**config.mk**
```make
export PLATFORM = sky130hd
export DESIGN_NAME = trap_ctrl
export DESIGN_NICKNAME = d
export VERILOG_FILES = /design/src/rtl/trap_ctrl_pkg.sv /design/src/rtl/trap_ctrl_irq_prio.sv /design/src/rtl/trap_ctrl.sv
export SDC_FILE = /design/constraint.sdc
export NUM_CORES = 1
export LEC_CHECK = 0
export ABC_CLOCK_PERIOD_IN_PS = 6470
export CAP_MARGIN = 20
export CORE_AREA = 5 5 126 128
export CTS_BUF_LIST = sky130_fd_sc_hd__clkbuf_16
export CTS_CLUSTER_DIAMETER = 60
export DETAILED_ROUTE_END_ITERATION = 12
export DIE_AREA = 0 0 131 133
export PLACE_DENSITY = 0.95
export SLEW_MARGIN = 20
export SYNTH_ARGS = -nofsm -noshare
export SYNTH_HDL_FRONTEND = slang
export SYNTH_HIERARCHICAL = 1
export SYNTH_SLANG_ARGS = --single-unit
```
**constraint.sdc**
```tcl
create_clock -name clk -period 6.47 [get_ports clk]
set_input_delay 0.647 -clock clk [delete_from_list [all_inputs] [get_ports clk]]
set_output_delay 0.647 -clock clk [all_outputs]
set_load 0.05 [all_outputs]
```
**src/rtl/trap_ctrl_pkg.sv**
```systemverilog
// Shared types and constants for the machine-mode trap controller.
// Contents: CSR address type and constants, FSM state enum, mstatus bit
// positions and interrupt cause codes.
package trap_ctrl_pkg;

  typedef logic [11:0] csr_addr_t;
  typedef logic [31:0] word_t;

  localparam csr_addr_t ISA_CSR_ADDR_MSTATUS  = 12'h300;
  localparam csr_addr_t ISA_CSR_ADDR_MIE      = 12'h304;
  localparam csr_addr_t ISA_CSR_ADDR_MTVEC    = 12'h305;
  localparam csr_addr_t ISA_CSR_ADDR_MEPC     = 12'h341;
  localparam csr_addr_t ISA_CSR_ADDR_MCAUSE   = 12'h342;
  localparam csr_addr_t ISA_CSR_ADDR_MHARTID  = 12'hF14;

  typedef enum logic [2:0] {
    IDLE     = 3'd0,
    T_EPC    = 3'd1,
    T_CAUSE  = 3'd2,
    T_STATUS = 3'd3,
    T_VEC    = 3'd4,
    M_STATUS = 3'd5,
    M_EPC    = 3'd6
  } trap_state_t;

  localparam int MSTATUS_MIE    = 3;
  localparam int MSTATUS_MPIE   = 7;
  localparam int MSTATUS_MPP_LO = 11;
  localparam int MSTATUS_MPP_HI = 12;

  localparam int IRQ_CODE_EXT   = 11;
  localparam int IRQ_CODE_TIMER = 7;
  localparam int IRQ_CODE_SW    = 3;

endpackage

```
**src/rtl/trap_ctrl_irq_prio.sv**
```systemverilog
// Combinational interrupt pending/priority encoder.
// Ports: global enable (mstatus.MIE), per-source enables and levels in;
// irq_take (some enabled interrupt pending) and irq_cause (mcause value) out.
module irq_prio
  import trap_ctrl_pkg::*;
#(
  parameter int XLEN = 32
) (
  input  logic            mstatus_mie,
  input  logic            mie_ext,
  input  logic            mie_sw,
  input  logic            mie_timer,
  input  logic            irq_ext,
  input  logic            irq_sw,
  input  logic            irq_timer,
  output logic            irq_take,
  output logic [XLEN-1:0] irq_cause
);

  logic w_ext;
  logic w_sw;
  logic w_timer;

  assign w_ext   = mstatus_mie & irq_ext   & mie_ext;
  assign w_sw    = mstatus_mie & irq_sw    & mie_sw;
  assign w_timer = mstatus_mie & irq_timer & mie_timer;

  assign irq_take = w_ext | w_sw | w_timer;

  // Fixed priority: external, then software, then timer.
  always_comb begin
    irq_cause = '0;
    if (w_ext)        irq_cause = {1'b1, (XLEN-1)'(IRQ_CODE_EXT)};
    else if (w_sw)    irq_cause = {1'b1, (XLEN-1)'(IRQ_CODE_SW)};
    else if (w_timer) irq_cause = {1'b1, (XLEN-1)'(IRQ_CODE_TIMER)};
  end

endmodule

```
**src/rtl/trap_ctrl.sv**
```systemverilog
// Machine-mode trap sequencer and sole master of the CSR file write port.
// Ports: core CSR access (csr_*), exception/interrupt/MRET requests, trap_ack,
// busy, fetch redirect, CSR file interface (cf_*).
module trap_ctrl
  import trap_ctrl_pkg::*;
#(
  parameter int XLEN   = 32,
  parameter bit VEC_EN = 1'b1
) (
  input  logic            clk,
  input  logic            rst,
  input  logic            csr_valid,
  output logic            csr_ready,
  input  logic            csr_we,
  input  logic [11:0]     csr_addr,
  input  logic [XLEN-1:0] csr_wdata,
  output logic [XLEN-1:0] csr_rdata,
  input  logic            exc_valid,
  input  logic [XLEN-1:0] exc_cause,
  input  logic [XLEN-1:0] trap_epc,
  input  logic            irq_boundary,
  input  logic            irq_ext,
  input  logic            irq_sw,
  input  logic            irq_timer,
  input  logic            mret_valid,
  output logic            trap_ack,
  output logic            busy,
  output logic            redirect_valid,
  output logic [XLEN-1:0] redirect_pc,
  output logic            cf_write_en,
  output logic [11:0]     cf_addr,
  output logic [XLEN-1:0] cf_din,
  input  logic [XLEN-1:0] cf_dout,
  input  logic [XLEN-1:0] cf_mstatus
);

  trap_state_t     r_state;
  trap_state_t     w_next;
  logic [XLEN-1:0] r_cause;
  logic [XLEN-1:0] r_epc;
  logic [2:0]      r_mie_shadow;   // {ext, timer, sw} enables

  logic            w_irq_take;
  logic [XLEN-1:0] w_irq_cause;
  logic            w_idle;
  logic            w_acc_exc;
  logic            w_acc_irq;
  logic            w_acc_mret;
  logic            w_grant;
  logic [XLEN-1:0] w_base;

  irq_prio #(.XLEN(XLEN)) u_irq_prio (
    .mstatus_mie (cf_mstatus[MSTATUS_MIE]),
    .mie_ext     (r_mie_shadow[2]),
    .mie_sw      (r_mie_shadow[0]),
    .mie_timer   (r_mie_shadow[1]),
    .irq_ext     (irq_ext),
    .irq_sw      (irq_sw),
    .irq_timer   (irq_timer),
    .irq_take    (w_irq_take),
    .irq_cause   (w_irq_cause)
  );

  assign w_idle     = (r_state == IDLE);
  assign w_acc_exc  = w_idle & exc_valid;
  assign w_acc_irq  = w_idle & ~exc_valid & w_irq_take & irq_boundary;
  assign w_acc_mret = w_idle & ~exc_valid & ~(w_irq_take & irq_boundary) & mret_valid;
  assign w_grant    = w_idle & ~w_acc_exc & ~w_acc_irq & ~w_acc_mret & csr_valid;
  assign w_base     = cf_dout & ~(XLEN'(3));

  // State register plus the per-trap latches
  always_ff @(posedge clk or posedge rst) begin
    if (rst) begin
      r_state      <= IDLE;
      r_cause      <= '0;
      r_epc        <= '0;
      r_mie_shadow <= '0;
    end else begin
      r_state <= w_next;
      if (w_acc_exc) begin
        r_cause <= exc_cause;
        r_epc   <= trap_epc;
      end else if (w_acc_irq) begin
        r_cause <= w_irq_cause;
        r_epc   <= trap_epc;
      end
      if (w_grant && csr_we && (csr_addr == ISA_CSR_ADDR_MIE)) begin
        r_mie_shadow <= {csr_wdata[IRQ_CODE_EXT], csr_wdata[IRQ_CODE_TIMER],
                         csr_wdata[IRQ_CODE_SW]};
      end
    end
  end

  // Next-state logic
  always_comb begin
    w_next = r_state;
    case (r_state)
      IDLE: begin
        if (w_acc_exc || w_acc_irq) w_next = T_EPC;
        else if (w_acc_mret)        w_next = M_STATUS;
      end
      T_EPC:    w_next = T_CAUSE;
      T_CAUSE:  w_next = T_STATUS;
      T_STATUS: w_next = T_VEC;
      T_VEC:    w_next = IDLE;
      M_STATUS: w_next = M_EPC;
      M_EPC:    w_next = IDLE;
      default:  w_next = IDLE;
    endcase
  end

  // Output logic
  always_comb begin
    csr_ready      = 1'b0;
    csr_rdata      = '0;
    trap_ack       = 1'b0;
    busy           = ~w_idle;
    redirect_valid = 1'b0;
    redirect_pc    = '0;
    cf_write_en    = 1'b0;
    cf_addr        = '0;
    cf_din         = '0;
    case (r_state)
      IDLE: begin
        trap_ack = w_acc_exc | w_acc_irq | w_acc_mret;
        if (w_grant) begin
          csr_ready   = 1'b1;
          cf_addr     = csr_addr;
          cf_din      = csr_wdata;
          csr_rdata   = cf_dout;
          // mhartid is read-only: the read completes, the write is dropped
          cf_write_en = csr_we & (csr_addr != ISA_CSR_ADDR_MHARTID);
        end
      end
      T_EPC: begin
        cf_write_en = 1'b1;
        cf_addr     = ISA_CSR_ADDR_MEPC;
        cf_din      = r_epc;
      end
      T_CAUSE: begin
        cf_write_en = 1'b1;
        cf_addr     = ISA_CSR_ADDR_MCAUSE;
        cf_din      = r_cause;
      end
      T_STATUS: begin
        cf_write_en = 1'b1;
        cf_addr     = ISA_CSR_ADDR_MSTATUS;
        cf_din      = cf_mstatus;
        cf_din[MSTATUS_MPIE] = cf_mstatus[MSTATUS_MIE];
        cf_din[MSTATUS_MIE]  = 1'b0;
        cf_din[MSTATUS_MPP_HI:MSTATUS_MPP_LO] = 2'b11;
      end
      T_VEC: begin
        cf_addr        = ISA_CSR_ADDR_MTVEC;
        redirect_valid = 1'b1;
        // Vectored mode only applies to interrupts
        if (VEC_EN && (cf_dout[1:0] == 2'b01) && r_cause[XLEN-1])
          redirect_pc = w_base + {r_cause[XLEN-3:0], 2'b00};
        else
          redirect_pc = w_base;
      end
      M_STATUS: begin
        cf_write_en = 1'b1;
        cf_addr     = ISA_CSR_ADDR_MSTATUS;
        cf_din      = cf_mstatus;
        cf_din[MSTATUS_MIE]  = cf_mstatus[MSTATUS_MPIE];
        cf_din[MSTATUS_MPIE] = 1'b1;
        cf_din[MSTATUS_MPP_HI:MSTATUS_MPP_LO] = 2'b11;
      end
      M_EPC: begin
        cf_addr        = ISA_CSR_ADDR_MEPC;
        redirect_valid = 1'b1;
        redirect_pc    = w_base;
      end
      default: ;
    endcase
  end

endmodule

```
==> results of run 1 <==
-- registers in the layout, indices dropped and copies added, names as in the netlist --
signal / flops
r_cause: 32
r_epc: 32
r_mie_shadow: 3
r_state: 3
-- logic make-up after synthesis --
| family | share of synthesized area (%) |
|---|---|
| and+or+nand+nor | 16.2 |
| adders and majority gates | 5.68 |
| other | 0.111 |
| AOI/OAI and AO/OA | 25.8 |
| xor gates and xnor gates | 2.47 |
| muxes | 16.1 |
| DFF | 26.0 |
| buffers and inverters | 7.69 |
-- power groups by stage --
| stage | Sequential (mW) | Combinational (mW) | Clock, mW |
|---|---|---|---|
| 6_report | 0.905 | 3.39 | 0.461 |
| 5_1_grt | 0.924 | 3.64 | 0.486 |
| 4_1_cts | 0.890 | 3.38 | 0.469 |
| 3_5_place_dp | 0.897 | 3.36 | 0 |
| 3_3_place_gp | 0.881 | 3.30 | 0 |
| 2_1_floorplan | 0.755 | 2.44 | 0 |
-- cell usage in the layout, fill, tap and decap left out, types with 3 or more instances in the layout --
master             n
clkdlybuf4s50_1  289
a21oi_1           79
dfrtp_1           69
mux2_2            65
nor2_1            64
a22oi_1           61
o21ai_0           57
nand2_1           51
and2_1            43
mux2i_1           35
ha_1              29
conb_1            29
inv_1             17
a21o_1            14
nor3_1            13
nand3_1           13
xnor2_1           12
buf_4             10
clkbuf_16          9
o21a_1             8
and3_1             8
o21bai_1           7
xor2_1             7
a211oi_1           6
a31oi_1            6
nand2b_1           5
a211o_1            4
nor4_1             3
a221oi_1           3
nand4_1            3
and4_1             3
-- cell type report --
class	instances	share of cell area (%)
multi-input combinational	668	46.2
timing repair buffer	302	30.4
sequential	70	17.7
tap	188	2.37
clock buffer	9	2.27
inverter	16	0.618
clock inverter	5	0.454
antenna	2	0.0504
-- through the flow --
step	cell area (um^2)	hold WS, ns	instances	setup WS, ns	utilization [%]
3_3_place_gp	9620	0.485	1243	1.27	65.2
6_report	9920	0.501	1260	1.20	67.3
4_1_cts	9910	0.504	1258	1.20	67.2
5_1_grt	9920	0.518	1260	1.03	67.3
3_5_place_dp	9640	0.492	1244	1.20	65.4
2_1_floorplan	6840	0.477	844	2.04	-
-- per-layer routing --
| layer | vias to the layer above | wire [um] | track usage [%] |
|---|---|---|---|
| met5 | - | 0 | 0 |
| met3 | 66 | 2000 | 6.34 |
| met1 | 3498 | 10400 | 35.8 |
| met2 | 320 | 11800 | 44.8 |
| met4 | 0 | 1000 | 12.7 |
| li1 | 3450 | - | - |
-- how the worst min path moves through the flow --
stage	startpoint	endpoint	cells past startpoint
2_1_floorplan	r_epc[0]	r_epc[0]	1
3_3_place_gp	r_epc[5]	r_epc[5]	1
3_5_place_dp	r_epc[2]	r_epc[2]	1
4_1_cts	r_epc[6]	r_epc[6]	1
5_1_grt	r_epc[6]	r_epc[6]	1
6_report	r_epc[2]	r_epc[2]	1
==> reports/metrics.csv, run 1 <==
metric;value;unit
cp-end-kind;output port;
start_util;45.7;%
cp_data_required_time;5.82;ns
crit_family;buffers and inverters;
synth_cells;817;
cts_setup_buffers;0;
viasPerCell;5.82;
rsz0062_at_grt;false;
die-area;17400;um^2
synth_flop_cell;dfrtp_1;
grt_start_max_net_pins;71;
cp.arrival;4.62;ns
first_pass_iters;5;
clkTransAtPathRegs;0.05;ns
cts.sinks;70;
yosys.area.top_type_share;26.0;%
cts_tree;done;
clk_path_buf_depth;2;
critical_path.max_fanout;4;
status;complete, no violations;
reg2reg_depth;7;
die_h;133;um
finalSetupViolations;0;
dp_hpwl;19600;um
cts_resized;0;
seq_area_frac_synth;26.0;%
grt_pass1_wl;38500;um
multi_input_area;4590;um^2
insertion_delay;0.33;ns
synthArstFlopShare;100;%
r2r-end;r_mie_shadow[0];
die_w;131;um
cpMostUsedCell;clkdlybuf4s50_1;
pwr-share-comb;71.3;%
crit_path_end;redirect_pc[30];
synth_edf_count;0;
ys_types;59;
p_leak;4.02;nW
ff2ff_setup_slack;3.24;ns
timing.hold.worst.class;register to register;
tns;0;ns
vias;7334;
p_sw_share;52.4;%
finalWorstPathRequiredPeriod;5.27;ns
fin_crit_sh;81.5;%
io_pins;295;
cp_slowest_stage_delay;0.83;ns
hold_viol_final;0;
cts-hold-fix-buffers;0;
power.internal;2.26;mW
slowest_stage;clkdlybuf4s50_1;
worstPathCellList;clkdlybuf4s50_1 > ha_1 > inv_1 > fa_1 > and2b_1 > o31ai_1 > a2111oi_4 > nor4_1 > or3_4 > o41ai_2 > xnor2_1 > o21ai_2 > clkdlybuf4s50_1;
worst_clock_skew;0.00751;ns
wire_per_inst;19.9;um
place.gp.congestion;0.897;
track_usage;28.1;%
critical_path_class;input pin to output port;
grt_overflow;0;
synth.area.top_cells;dfrtp_1 26%, mux2_2 11%, a22oi_1 6.8%, a21oi_1 5.9%, ha_1 5.4%;
core.rowCount;45;
ant_nets;0;
maxCapViolCount;0;
total_power;4.75;mW
area_growth;47.3;%
regArea;1750;um^2
slew_headroom;32.1;%
yosys-top-cells-count;79 x a21oi_1, 70 x dfrtp_1, 66 x nor2_1;
drc;0;
cts_inserted_buffers;9;
critical_path_depth;13;
htreeDepth;3;
wirelength;25100;um
critPathLaunchType;input pin;
antenna_found_initial;2;
critPathBufInv;3;
drtIter0Drc;600;
switching_power;2.49;mW
root_buffer;clkbuf_16;
synth-seq-cells;70;
seqPwrFrac;19.0;%
clock_power_share;9.7;%
grt_pass1_vias;7212;
core_area;14800;um^2
fillers;1199;
powerDensity;479;nW/um^2
yosysMostFrequentCell;a21oi_1;
netlist_area;6740;um^2
r2r-start;r_mie_shadow[0];
yosysTopAreaCell;dfrtp_1;
drive_gt1_share;9.72;%
tightest_slew;1.02;ns
portBuffers;290;
postSynthAreaPerCell;8.25;um^2
num-nets-final;1279;
finalMaxSlewViolations;0;
ir_worst_vdd;0.437;mV
fmax;190;MHz
critPathLaunch;cf_dout[2];
synth_warnings;6;
Power figures use the tool's default switching activity.
==> inputs of run 2 (changes only) <==
--- a/config.mk
+++ b/config.mk
@@ -5,14 +5,14 @@
 export SDC_FILE = /design/constraint.sdc
 export NUM_CORES = 1
 export LEC_CHECK = 0
-export ABC_CLOCK_PERIOD_IN_PS = 6470
+export ABC_CLOCK_PERIOD_IN_PS = 5000
 export CAP_MARGIN = 20
-export CORE_AREA = 5 5 126 128
+export CORE_AREA = 5 5 130 132
 export CTS_BUF_LIST = sky130_fd_sc_hd__clkbuf_16
 export CTS_CLUSTER_DIAMETER = 60
 export DETAILED_ROUTE_END_ITERATION = 12
-export DIE_AREA = 0 0 131 133
-export PLACE_DENSITY = 0.95
+export DIE_AREA = 0 0 135 137
+export PLACE_DENSITY = 0.91
 export SLEW_MARGIN = 20
 export SYNTH_ARGS = -nofsm -noshare
 export SYNTH_HDL_FRONTEND = slang
==> constraint.sdc (replaced) <==
create_clock -name clk -period 5 [get_ports clk]
set_input_delay 0.5 -clock clk [delete_from_list [all_inputs] [get_ports clk]]
set_output_delay 0.5 -clock clk [all_outputs]
set_load 0.05 [all_outputs]
==> run 2 against run 1 <==
- power grew 29%
- cell area about the same
- worst hold slack better by 0.0036 ns
- sequential share of layout area about the same
- clock-buffer cell count stayed put
- die area is 6.2% higher
- highest routed layer unchanged
- final cell count grew 2.4%
- global-route usage fell by 1.3 points
- clock power rose by 33%
==> reports/metrics.csv, run 2 (same netlist as run 1, synthesis figures left out) <==
metric;value;unit;change
cp.arrival;4.01;ns;-0.61 ns
worstPathCellList;clkdlybuf4s50_1 > ha_1 > and3_1 > a221oi_1 > a21bo_2 > a21oi_2 > o31ai_4 > a31oi_1 > mux2i_1 > o32ai_1 > clkdlybuf4s50_1;;
core_area;15600;um^2;+5.7%
cp_data_required_time;4.50;ns;-1.32 ns
wire_per_inst;19.7;um;-1.4%
rsz0062_at_grt;false;;
critical_path.max_fanout;6;;+2
insertion_delay;0.33;ns;about the same
finalSetupViolations;0;;unchanged
dp.cells;1274;;+2.4%
cpMostUsedCell;clkdlybuf4s50_1;;
critical_path_class;input pin to output port;;
io_pins;295;;unchanged
cts_tree;done;;
wirelength;25300;um;+0.91%
viasPerCell;5.58;;-4.2%
grt_pass1_wl;39200;um;+1.8%
num-nets-final;1281;;+0.16%
die-area;18500;um^2;+6.2%
status;complete, no violations;;
drtIter0Drc;588;;-2.0%
dp_hpwl;20200;um;+2.8%
antenna_found_initial;1;;-1
cp_slowest_stage_delay;0.89;ns;+0.06 ns
core.rowCount;46;;+2.2%
clk_path_buf_depth;2;;unchanged
ir_worst_vdd;0.598;mV;+37%
track_usage;26.8;%;-1.3 points
slew_headroom;35.8;%;+3.6 points
finalMaxSlewViolations;0;;unchanged
worst_clock_skew;0.00703;ns;-0.000475 ns
cts_resized;0;;unchanged
grt_start_max_net_pins;71;;unchanged
cts.sinks;70;;unchanged
powerDensity;620;nW/um^2;+29%
p_leak;4.05;nW;+0.61%
tns;0;ns;unchanged
critPathLaunchType;input pin;;
slowest_stage;clkdlybuf4s50_1;;
portBuffers;290;;unchanged
die_h;137;um;+3.0%
first_pass_iters;8;;+3
grt_pass1_vias;7354;;+2.0%
finalWorstPathRequiredPeriod;4.51;ns;
clkTransAtPathRegs;0.06;ns;about the same
drive_gt1_share;11.1;%;+1.4 points
timing.hold.worst.class;register to register;;
drc;0;;unchanged
cts_setup_buffers;0;;unchanged
cp-end-kind;output port;;
critPathBufInv;2;;-1
fin_crit_sh;90.3;%;
reg2reg_depth;8;;+1
crit_family;compound AO/OA/AOI/OAI gates;;
final_common_cell;clkdlybuf4s50_1;;
root_buffer;clkbuf_16;;
stdcell_count;1290;;+2.4%
ant_nets;0;;unchanged
die_w;135;um;+3.1%
top_regs;r_cause x32, r_epc x32;;
critical_path_depth;11;;-2
grt_overflow;0;;unchanged
worst_slack;0.487;ns;-0.712 ns
utilization;63.6;%;-3.7 points
start_util;43.2;%;-2.5 points
hold_viol_final;0;;unchanged
final_cell_mix;278 x clkdlybuf4s50_1, 79 x a21oi_1, 69 x dfrtp_1;;
htreeDepth;3;;unchanged
cts-hold-fix-buffers;0;;unchanged
tightest_slew;0.964;ns;-0.0545 ns
cts_inserted_buffers;9;;unchanged
pre_cts_ws;0.483;ns;-0.721 ns
maxCapViolCount;0;;unchanged
vias;7194;;-1.9%
area_growth;47.3;%;about the same
fmax;222;MHz;
holdPathStages;1;;unchanged
place.gp.congestion;0.901;;+0.42%
==> run 2: cell count changes in the layout (fill, tap and decap cells not counted), moves of 2 or more <==
cell,previous run,this run
buf_12,2,0
buf_4,10,25
clkdlybuf4s50_1,289,278
clkinv_2,1,3
==> run 2: per-layer routing <==
layer	vias up	routed length [um]	share of wire [%]	global-route usage, %
met5	-	0	0	0
met4	0	792	3.1	8.40
met3	59	2140	8.4	6.91
met2	322	12000	47	44.6
met1	3388	10400	41	34.3
li1	3425	-	-	-
==> run 2: layout make-up <==
cell class                 instances  area (um^2)
clock buffer                       9          225
sequential                        70         1750
fill                            1316         5680
inverter                          16         61.3
tap                              216          270
multi-input combinational        668         4580
timing repair buffer             304         2980
antenna                            1         2.50
clock inverter                     6         55.1
==> run 2: metrics by stage <==
| step | power, mW | instance area [um^2] | hold slack, ns |
|---|---|---|---|
| after floorplan | 4.14 | 6840 | 0.477 |
| after global placement | 5.43 | 9640 | 0.485 |
| after detailed placement | 5.51 | 9640 | 0.492 |
| after CTS | 6.15 | 9920 | 0.505 |
| after global routing | 6.55 | 9920 | 0.520 |
| final | 6.15 | 9920 | 0.504 |
==> run 2: power by group <==
| group | internal (mW) | switching [mW] | total (mW) |
|---|---|---|---|
| sequential | 0.842 | 0.365 | 1.21 |
| clock | 0.378 | 0.237 | 0.614 |
| combinational | 1.69 | 2.64 | 4.33 |
==> run 2: path summary, 6_finish.rpt <==
path                       slack, ns         endpoint       startpoint
setup / recovery                0.49  redirect_pc[27]      cf_dout[10]
hold / removal                  0.50         r_epc[9]         r_epc[9]
setup reg to reg                2.08  r_mie_shadow[1]  r_mie_shadow[0]
hold reg to reg                 0.50         r_epc[9]         r_epc[9]
max in group asynchronous       3.59       r_state[1]              rst
min in group asynchronous       0.77         r_epc[3]              rst
